## src/rtl/cpu_clk_pkg.sv

```systemverilog
// cpu_clk_pkg: mode encodings and default sizes shared
// by the CPU step-clock block and its button debouncer.
package cpu_clk_pkg;

  typedef enum logic [1:0] {
    MODE_HALT = 2'b00,
    MODE_STEP = 2'b01,
    MODE_SLOW = 2'b10,
    MODE_RUN  = 2'b11
  } cpuMode_e;

  localparam int DEF_DEBOUNCE_SAMPLES = 4;
  localparam int DEF_COUNT_W          = 16;

endpackage

```

## src/rtl/btn_debounce.sv

```systemverilog
// btn_debounce: 2-flop synchroniser plus sample-tick debouncer
// for the board step button.
// Ports: clk50Mhz, reset (sync, active-high), stepBtn (raw),
//   sampTick (one-cycle debounce tick), btnState (debounced
//   level), btnRise (high the first cycle btnState reads 1).
module btn_debounce
  import cpu_clk_pkg::*;
#(
  parameter int DEBOUNCE_SAMPLES = DEF_DEBOUNCE_SAMPLES
) (
  input  logic clk50Mhz,
  input  logic reset,
  input  logic stepBtn,
  input  logic sampTick,
  output logic btnState,
  output logic btnRise
);

  localparam int CNT_W = $clog2(DEBOUNCE_SAMPLES + 1);
  localparam logic [CNT_W-1:0] CNT_LAST =
    CNT_W'(DEBOUNCE_SAMPLES - 1);

  logic             btnMeta;
  logic             btnSync;
  logic             btnPrev;
  logic [CNT_W-1:0] sampCnt;

  always_ff @(posedge clk50Mhz) begin
    if (reset) begin
      btnMeta  <= 1'b0;
      btnSync  <= 1'b0;
      btnPrev  <= 1'b0;
      btnState <= 1'b0;
      sampCnt  <= '0;
    end else begin
      btnMeta <= stepBtn;
      btnSync <= btnMeta;
      btnPrev <= btnState;
      if (sampTick) begin
        // any disagreeing-then-agreeing sample restarts the run
        if (btnSync == btnState) begin
          sampCnt <= '0;
        end else if (sampCnt == CNT_LAST) begin
          btnState <= ~btnState;
          sampCnt  <= '0;
        end else begin
          sampCnt <= sampCnt + CNT_W'(1);
        end
      end
    end
  end

  assign btnRise = btnState & ~btnPrev;

endmodule

```

## src/rtl/cpu_step_clock.sv

```systemverilog
// cpu_step_clock: one-cycle CPU clock enable in HALT, STEP,
// SLOW or RUN mode, all in the clk50Mhz domain.
// Ports: clk50Mhz, reset (sync, active-high), slowClk and
//   kindaSlowClk (divided clocks used as data), mode (switches),
//   stepBtn (raw button), cpuEn (step enable), stepCount
//   (wrapping pulse count), btnState (debounced button),
//   modeActive (synchronised mode in force).
module cpu_step_clock
  import cpu_clk_pkg::*;
#(
  parameter int DEBOUNCE_SAMPLES = DEF_DEBOUNCE_SAMPLES,
  parameter int COUNT_W          = DEF_COUNT_W
) (
  input  logic               clk50Mhz,
  input  logic               reset,
  input  logic               slowClk,
  input  logic               kindaSlowClk,
  input  logic [1:0]         mode,
  input  logic               stepBtn,
  output logic               cpuEn,
  output logic [COUNT_W-1:0] stepCount,
  output logic               btnState,
  output logic [1:0]         modeActive
);

  logic       slowPrev;
  logic       kindaPrev;
  logic       slowTick;
  logic       sampTick;
  logic       btnRise;
  logic [1:0] modeMeta;
  cpuMode_e   modeNow;

  assign slowTick = slowClk & ~slowPrev;
  assign sampTick = kindaSlowClk & ~kindaPrev;
  assign modeNow  = cpuMode_e'(modeActive);

  btn_debounce #(
    .DEBOUNCE_SAMPLES(DEBOUNCE_SAMPLES)
  ) uDebounce (
    .clk50Mhz(clk50Mhz),
    .reset   (reset),
    .stepBtn (stepBtn),
    .sampTick(sampTick),
    .btnState(btnState),
    .btnRise (btnRise)
  );

  always_ff @(posedge clk50Mhz) begin
    // history tracks the inputs even in reset so a level
    // already high at release is not seen as an edge
    slowPrev  <= slowClk;
    kindaPrev <= kindaSlowClk;
    if (reset) begin
      modeMeta   <= 2'b00;
      modeActive <= 2'b00;
      cpuEn      <= 1'b0;
      stepCount  <= '0;
    end else begin
      modeMeta   <= mode;
      modeActive <= modeMeta;
      stepCount  <= stepCount + COUNT_W'(cpuEn);
      unique case (modeNow)
        MODE_HALT: cpuEn <= 1'b0;
        MODE_STEP: cpuEn <= btnRise;
        MODE_SLOW: cpuEn <= slowTick;
        MODE_RUN:  cpuEn <= 1'b1;
      endcase
    end
  end

endmodule

```

## config.mk

```make
export PLATFORM = sky130hd
export DESIGN_NAME = cpu_step_clock
export DESIGN_NICKNAME = d
export VERILOG_FILES = /design/src/rtl/cpu_clk_pkg.sv /design/src/rtl/btn_debounce.sv /design/src/rtl/cpu_step_clock.sv
export SDC_FILE = /design/constraint.sdc
export NUM_CORES = 1
export LEC_CHECK = 0
export ABC_AREA = 0
export BUFFER_PORTS_ARGS = -buffer_cell sky130_fd_sc_hd__buf_4
export CAP_MARGIN = 10
export CELL_PAD_IN_SITES_DETAIL_PLACEMENT = 0
export CELL_PAD_IN_SITES_GLOBAL_PLACEMENT = 1
export CORE_ASPECT_RATIO = 1.75
export CORE_MARGIN = 5
export CORE_UTILIZATION = 42
export CTS_CLUSTER_DIAMETER = 50
export DETAILED_ROUTE_END_ITERATION = 10
export PLACE_DENSITY_LB_ADDON = 0.1
export SETUP_SLACK_MARGIN = 0.3
export SLEW_MARGIN = 25
export SYNTH_ARGS = -nofsm -noshare
export SYNTH_HDL_FRONTEND = slang
export SYNTH_HIERARCHICAL = 1
export SYNTH_SLANG_ARGS = --single-unit
```

## constraint.sdc

```tcl
create_clock -name clk50Mhz -period 4.9 [get_ports clk50Mhz]
set_input_delay 0.49 -clock clk50Mhz [delete_from_list [all_inputs] [get_ports clk50Mhz]]
set_output_delay 0.49 -clock clk50Mhz [all_outputs]
set_load 0.01 [all_outputs]
```

==> Word level (Yosys, flattened, before mapping) <==
Cells that the tools add are included.
{ "totals": {"reg_bits": 30, "input_bits": 7} }
{ "classes": {"n_addsub": 2, "eq_ne": 5, "muxes": 3, "bitwise_logic": 8, "n_reduce_logical": 2} }
{ "op_table": {"columns": ["op", "n"], "rows": [
  ["adder 16 x 1 -> 16 bit", 1],
  ["two-way mux 3 bit", 2],
  ["NOT 1 bit", 5],
  ["equality test 2 bit (second input constant)", 2],
  ["one-hot mux 1 bit (4 select lines)", 1],
  ["adder 3 x 1 -> 3 bit (second input constant)", 1],
  ["bitwise AND 1 bit", 3],
  ["equality test 3 x 2 -> 1 bit (second input constant)", 1],
  ["AND reduction 3 bit", 1],
  ["equality test 2 x 1 -> 1 bit (second input constant)", 1],
  ["logical NOT 2 bit", 1],
  ["equality test 1 bit", 1]
]} }

==> Longest topological paths before layout <==
{ "depth": {"word_depth": 3, "ltp_mapped": 5, "mapped_depth_nobuf": 5} }

==> Cells and area by module <==
Netlist, hierarchy kept.
{ "modules_own_cells": {"columns": ["module", "n_inst", "cells_per_inst", "area_each_um2", "seq_area_each_um2"], "rows": [
  ["cpu_step_clock", 1, 97, 949.7, 460.4],
  ["btn_debounce", 1, 26, 267.8, 140.1]
]} }

==> Worst setup path before layout <==
OpenSTA, ideal clock, no wires.
{ "synth_timing": {"path_type": "reg2reg", "start": "register cpuEn", "end": "register stepCount[12]", "setup_ns": 0.070, "t_arrival_ns": 1.547, "slack_ns": 3.282, "stages_incl_launch_ff": 6, "cell_sequence": "dfxtp_1 ha_1 ha_1 nand4_4 or4_1 a21oi_1"} }
{ "synth_between": {"elab_chain_cells": 1} }
{ "synth_lines": {"columns": ["item", "line_no", "rtl"], "rows": [
  ["from (decl)", "cpu_step_clock.sv:20", "output logic cpuEn,"],
  ["from (signal assigned)", "cpu_step_clock.sv:65", "MODE_STEP: cpuEn <= btnRise;"],
  ["from (signal assigned)", "cpu_step_clock.sv:66", "MODE_SLOW: cpuEn <= slowTick;"],
  ["adder 16 x 1 -> 16 bit", "cpu_step_clock.sv:62", "stepCount <= stepCount + COUNT_W'(cpuEn);"],
  ["to (signal assigned)", "cpu_step_clock.sv:62", null],
  ["to (decl)", "cpu_step_clock.sv:21", "output logic [COUNT_W-1:0] stepCount,"]
]} }
Every way passes these cells.
A chain may end at the register's enable or synchronous reset.

==> Final worst setup path <==
{ "layout_timing": {"start": "register cpuEn", "end": "register stepCount[14]"} }
The elaborated chain is that of the path after synthesis.

==> impl_metrics.json <==
{
  "outcome": "finished clean",
  "synthFlopType": "dfxtp_1",
  "worst_path_most_repeated_cell": "ha_1",
  "r2r_setup_slack_ns": 3.19,
  "fmax_ghz": 0.585,
  "final_antenna_net_count": 0,
  "path_max_fanout": 9,
  "overflow": 0,
  "vdd_drop_max_uv": 234,
  "portBuffers": 26,
  "grt_max_degree": 33,
  "dp_hpwl_mm": 1.72,
  "n_antenna_cell": 0,
  "holdCritPathClass": "primary input to register",
  "area_growth_pct": 26.1,
  "finalPower_uw": 467,
  "wl_mm": 2.39,
  "ctsHoldBuffers": 0,
  "hold_viol_final": 0,
  "place_worst_setup_slack_ns": 3.20,
  "post_cts_buffers": 0,
  "routed-via-count": 986,
  "rsz0062_at_grt": "no",
  "ys_seq_area_share_pct": 49.3,
  "fillCellCount": 278,
  "die_w_um": 50.7,
  "synth_fp_nets": 134,
  "root_buffer": "clkbuf_8",
  "cts.sinks": 30,
  "endpoint_kind": "register",
  "drcViolationCount": 0,
  "async_flop_share_pct": 0,
  "first_iter_violations": 21,
  "ys_types": 24,
  "slew_headroom_pct": 77.1,
  "slowest_stage": "dfxtp_1",
  "start_util_pct": 42.5,
  "cts.path.max_buffers": 2,
  "syn_inst": 123,
  "grt_pass1_vias": 937,
  "multi_input_area_um2": 594,
  "grt_pass1_wl_mm": 4.10,
  "nNetsFinal": 165,
  "cts_tree": "yes",
  "r2r_cells": 5,
  "clk_pin_slew_ns": 0.07,
  "drv_slew": 0,
  "htreeDepth": 2,
  "post-route-period-util_pct": 34.9,
  "power.density_mw_per_mm2": 304,
  "cpPeakStageDelay_ns": 0.37,
  "worstPathRequired_ns": 5.07,
  "crit_buf_inv": 0,
  "ys_top_cells_by_count": "30 x dfxtp_1, 14 x nor2b_1, 11 x a21oi_1",
  "fin_crit_ns": 1.71,
  "ys_warn_count": 6,
  "synth.largest_area_cell": "dfxtp_1",
  "worstHoldEndpoint": "kindaPrev",
  "setup_viol": 0,
  "drive_gt1_share_pct": 26.5,
  "yosysMostFrequentCell": "dfxtp_1",
  "netlist.area_leader.share_pct": 49.3,
  "clk_latency_ns": 0.28,
  "core-area_mm2": 0.00286,
  "hold_depth": 1,
  "die_h_um": 81.2,
  "max_slew.worst_pin.slew_ns": 0.340,
  "critPathKind": "register to register",
  "hold_start": "kindaSlowClk",
  "syn-cell-area_mm2": 0.00122,
  "cts-buffers-inserted": 5,
  "rr_startpoint": "cpuEn",
  "synth-seq-cells": 30,
  "vias_per_cell": 5.39,
  "rr_endpoint": "stepCount[14]",
  "cp_cell_sequence": "ha_1 -> ha_1 -> nand4_4 -> nor4_1 -> mux2_2",
  "antenna_found_initial": 0,
  "power.leakage_uw": 0.000638,
  "worst_path_dominant_cell_family": "adder cells",
  "synth_area_leaders": "dfxtp_1 49%, nor2b_1 7.2%, a21oi_1 4.5%, ha_1 4.1%, mux2_2 3.7%",
  "cts_resized": 0,
  "finalWorstSetupSlack_ns": 3.19,
  "ff_latch_area_um2": 601,
  "cap_violations": 0,
  "pin_count": 27,
  "critPathArrivalTime_ns": 1.88,
  "clock_skew_ns": 0.00664,
  "dieArea_mm2": 0.00412,
  "grtUsageTotal_pct": 12.9,
  "synth_edf_count": 0,
  "finalSetupTns_ns": 0,
  "place.gp.congestion": 0.720,
  "start_kind": "register",
  "firstDrtPassIters": 4,
  "avgSynthCellArea_um2": 9.90,
  "rows": 26,
  "routedWlPerCell_um": 13.1
}
-- where the power goes --
group / switching (uW) / leakage (uW) / internal (uW)
clock network: 91.4 / 0.0000472 / 113
logic: 6.98 / 0.000348 / 6.95
registers: 1.41 / 0.000244 / 247
total: 99.8 / 0.000638 / 367
-- worst max path at each step --
stage | from | endpoint | slack (ns) | depth (start not counted)
3_5_place_dp | cpuEn | stepCount[14] | 3.20 | 5
5_1_grt | cpuEn | stepCount[14] | 3.06 | 5
6_report | cpuEn | stepCount[14] | 3.19 | 5
2_1_floorplan | cpuEn | stepCount[12] | 3.28 | 5
4_1_cts | cpuEn | stepCount[14] | 3.19 | 5
3_3_place_gp | cpuEn | stepCount[12] | 3.28 | 5
-- cell type report --
cell class / instances / area share, %
sequential: 30 / 39.1
multi-input combinational: 87 / 38.7
timing repair buffer: 26 / 12.7
clock buffer: 6 / 5.38
tap: 28 / 2.28
inverter: 4 / 0.978
clock inverter: 2 / 0.815
-- registers in the layout (all words and copies together), names as in the netlist --
name / count
modeMeta: 2
cpuEn: 1
uDebounce/btnMeta: 1
uDebounce/sampCnt: 3
kindaPrev: 1
slowPrev: 1
uDebounce/btnSync: 1
stepCount: 16
uDebounce/btnState: 1
modeActive: 2
uDebounce/btnPrev: 1
-- layer usage --
metal	GRT usage, %	vias to the layer above	share of wire [%]
li1	-	498	-
met1	14.0	462	42
met2	20.9	22	49
met3	5.87	4	7.2
met4	6.14	0	1.8
met5	0	-	0
-- metrics by stage --
stage	hold slack [ns]	utilization [%]	std cells	area (um2)
2_1_floorplan	0.414	-	123	1220
3_3_place_gp	0.422	50.3	175	1440
3_5_place_dp	0.426	50.3	175	1440
4_1_cts	0.312	53.6	183	1540
5_1_grt	0.305	53.6	183	1540
6_report	0.320	53.6	183	1540
-- kinds of logic after synthesis --
kind of cell,count (synthesis),synth area share (%)
simple gates,55,28.7
flops,30,49.3
compound gates,19,8.63
buf+inv,6,1.85
mux,5,4.52
xor+xnor,4,2.88
fa+ha+maj,4,4.11
-- layout by cell type (no fill, tap or decap), drive strengths merged --
cell | synthesis | routed
xor2 | 3 | 3
ha | 4 | 4
a21oi | 11 | 11
dfxtp | 30 | 30
nand2b | 5 | 5
nand3b | 2 | 2
or3 | 3 | 3
inv | 4 | 4
or4 | 4 | 4
mux2 | 4 | 4
nand2 | 3 | 3
nor4 | 4 | 4
nand4b | 1 | 1
clkinvlp | 0 | 1
clkinv | 0 | 1
xnor2 | 1 | 1
buf | 0 | 26
o31ai | 4 | 4
nand4 | 5 | 5
nand3 | 5 | 5
nor2b | 14 | 14
o21ai | 4 | 4
clkbuf | 2 | 6
nor2 | 9 | 9
mux2i | 1 | 1
(Power assumes the default switching activity.)
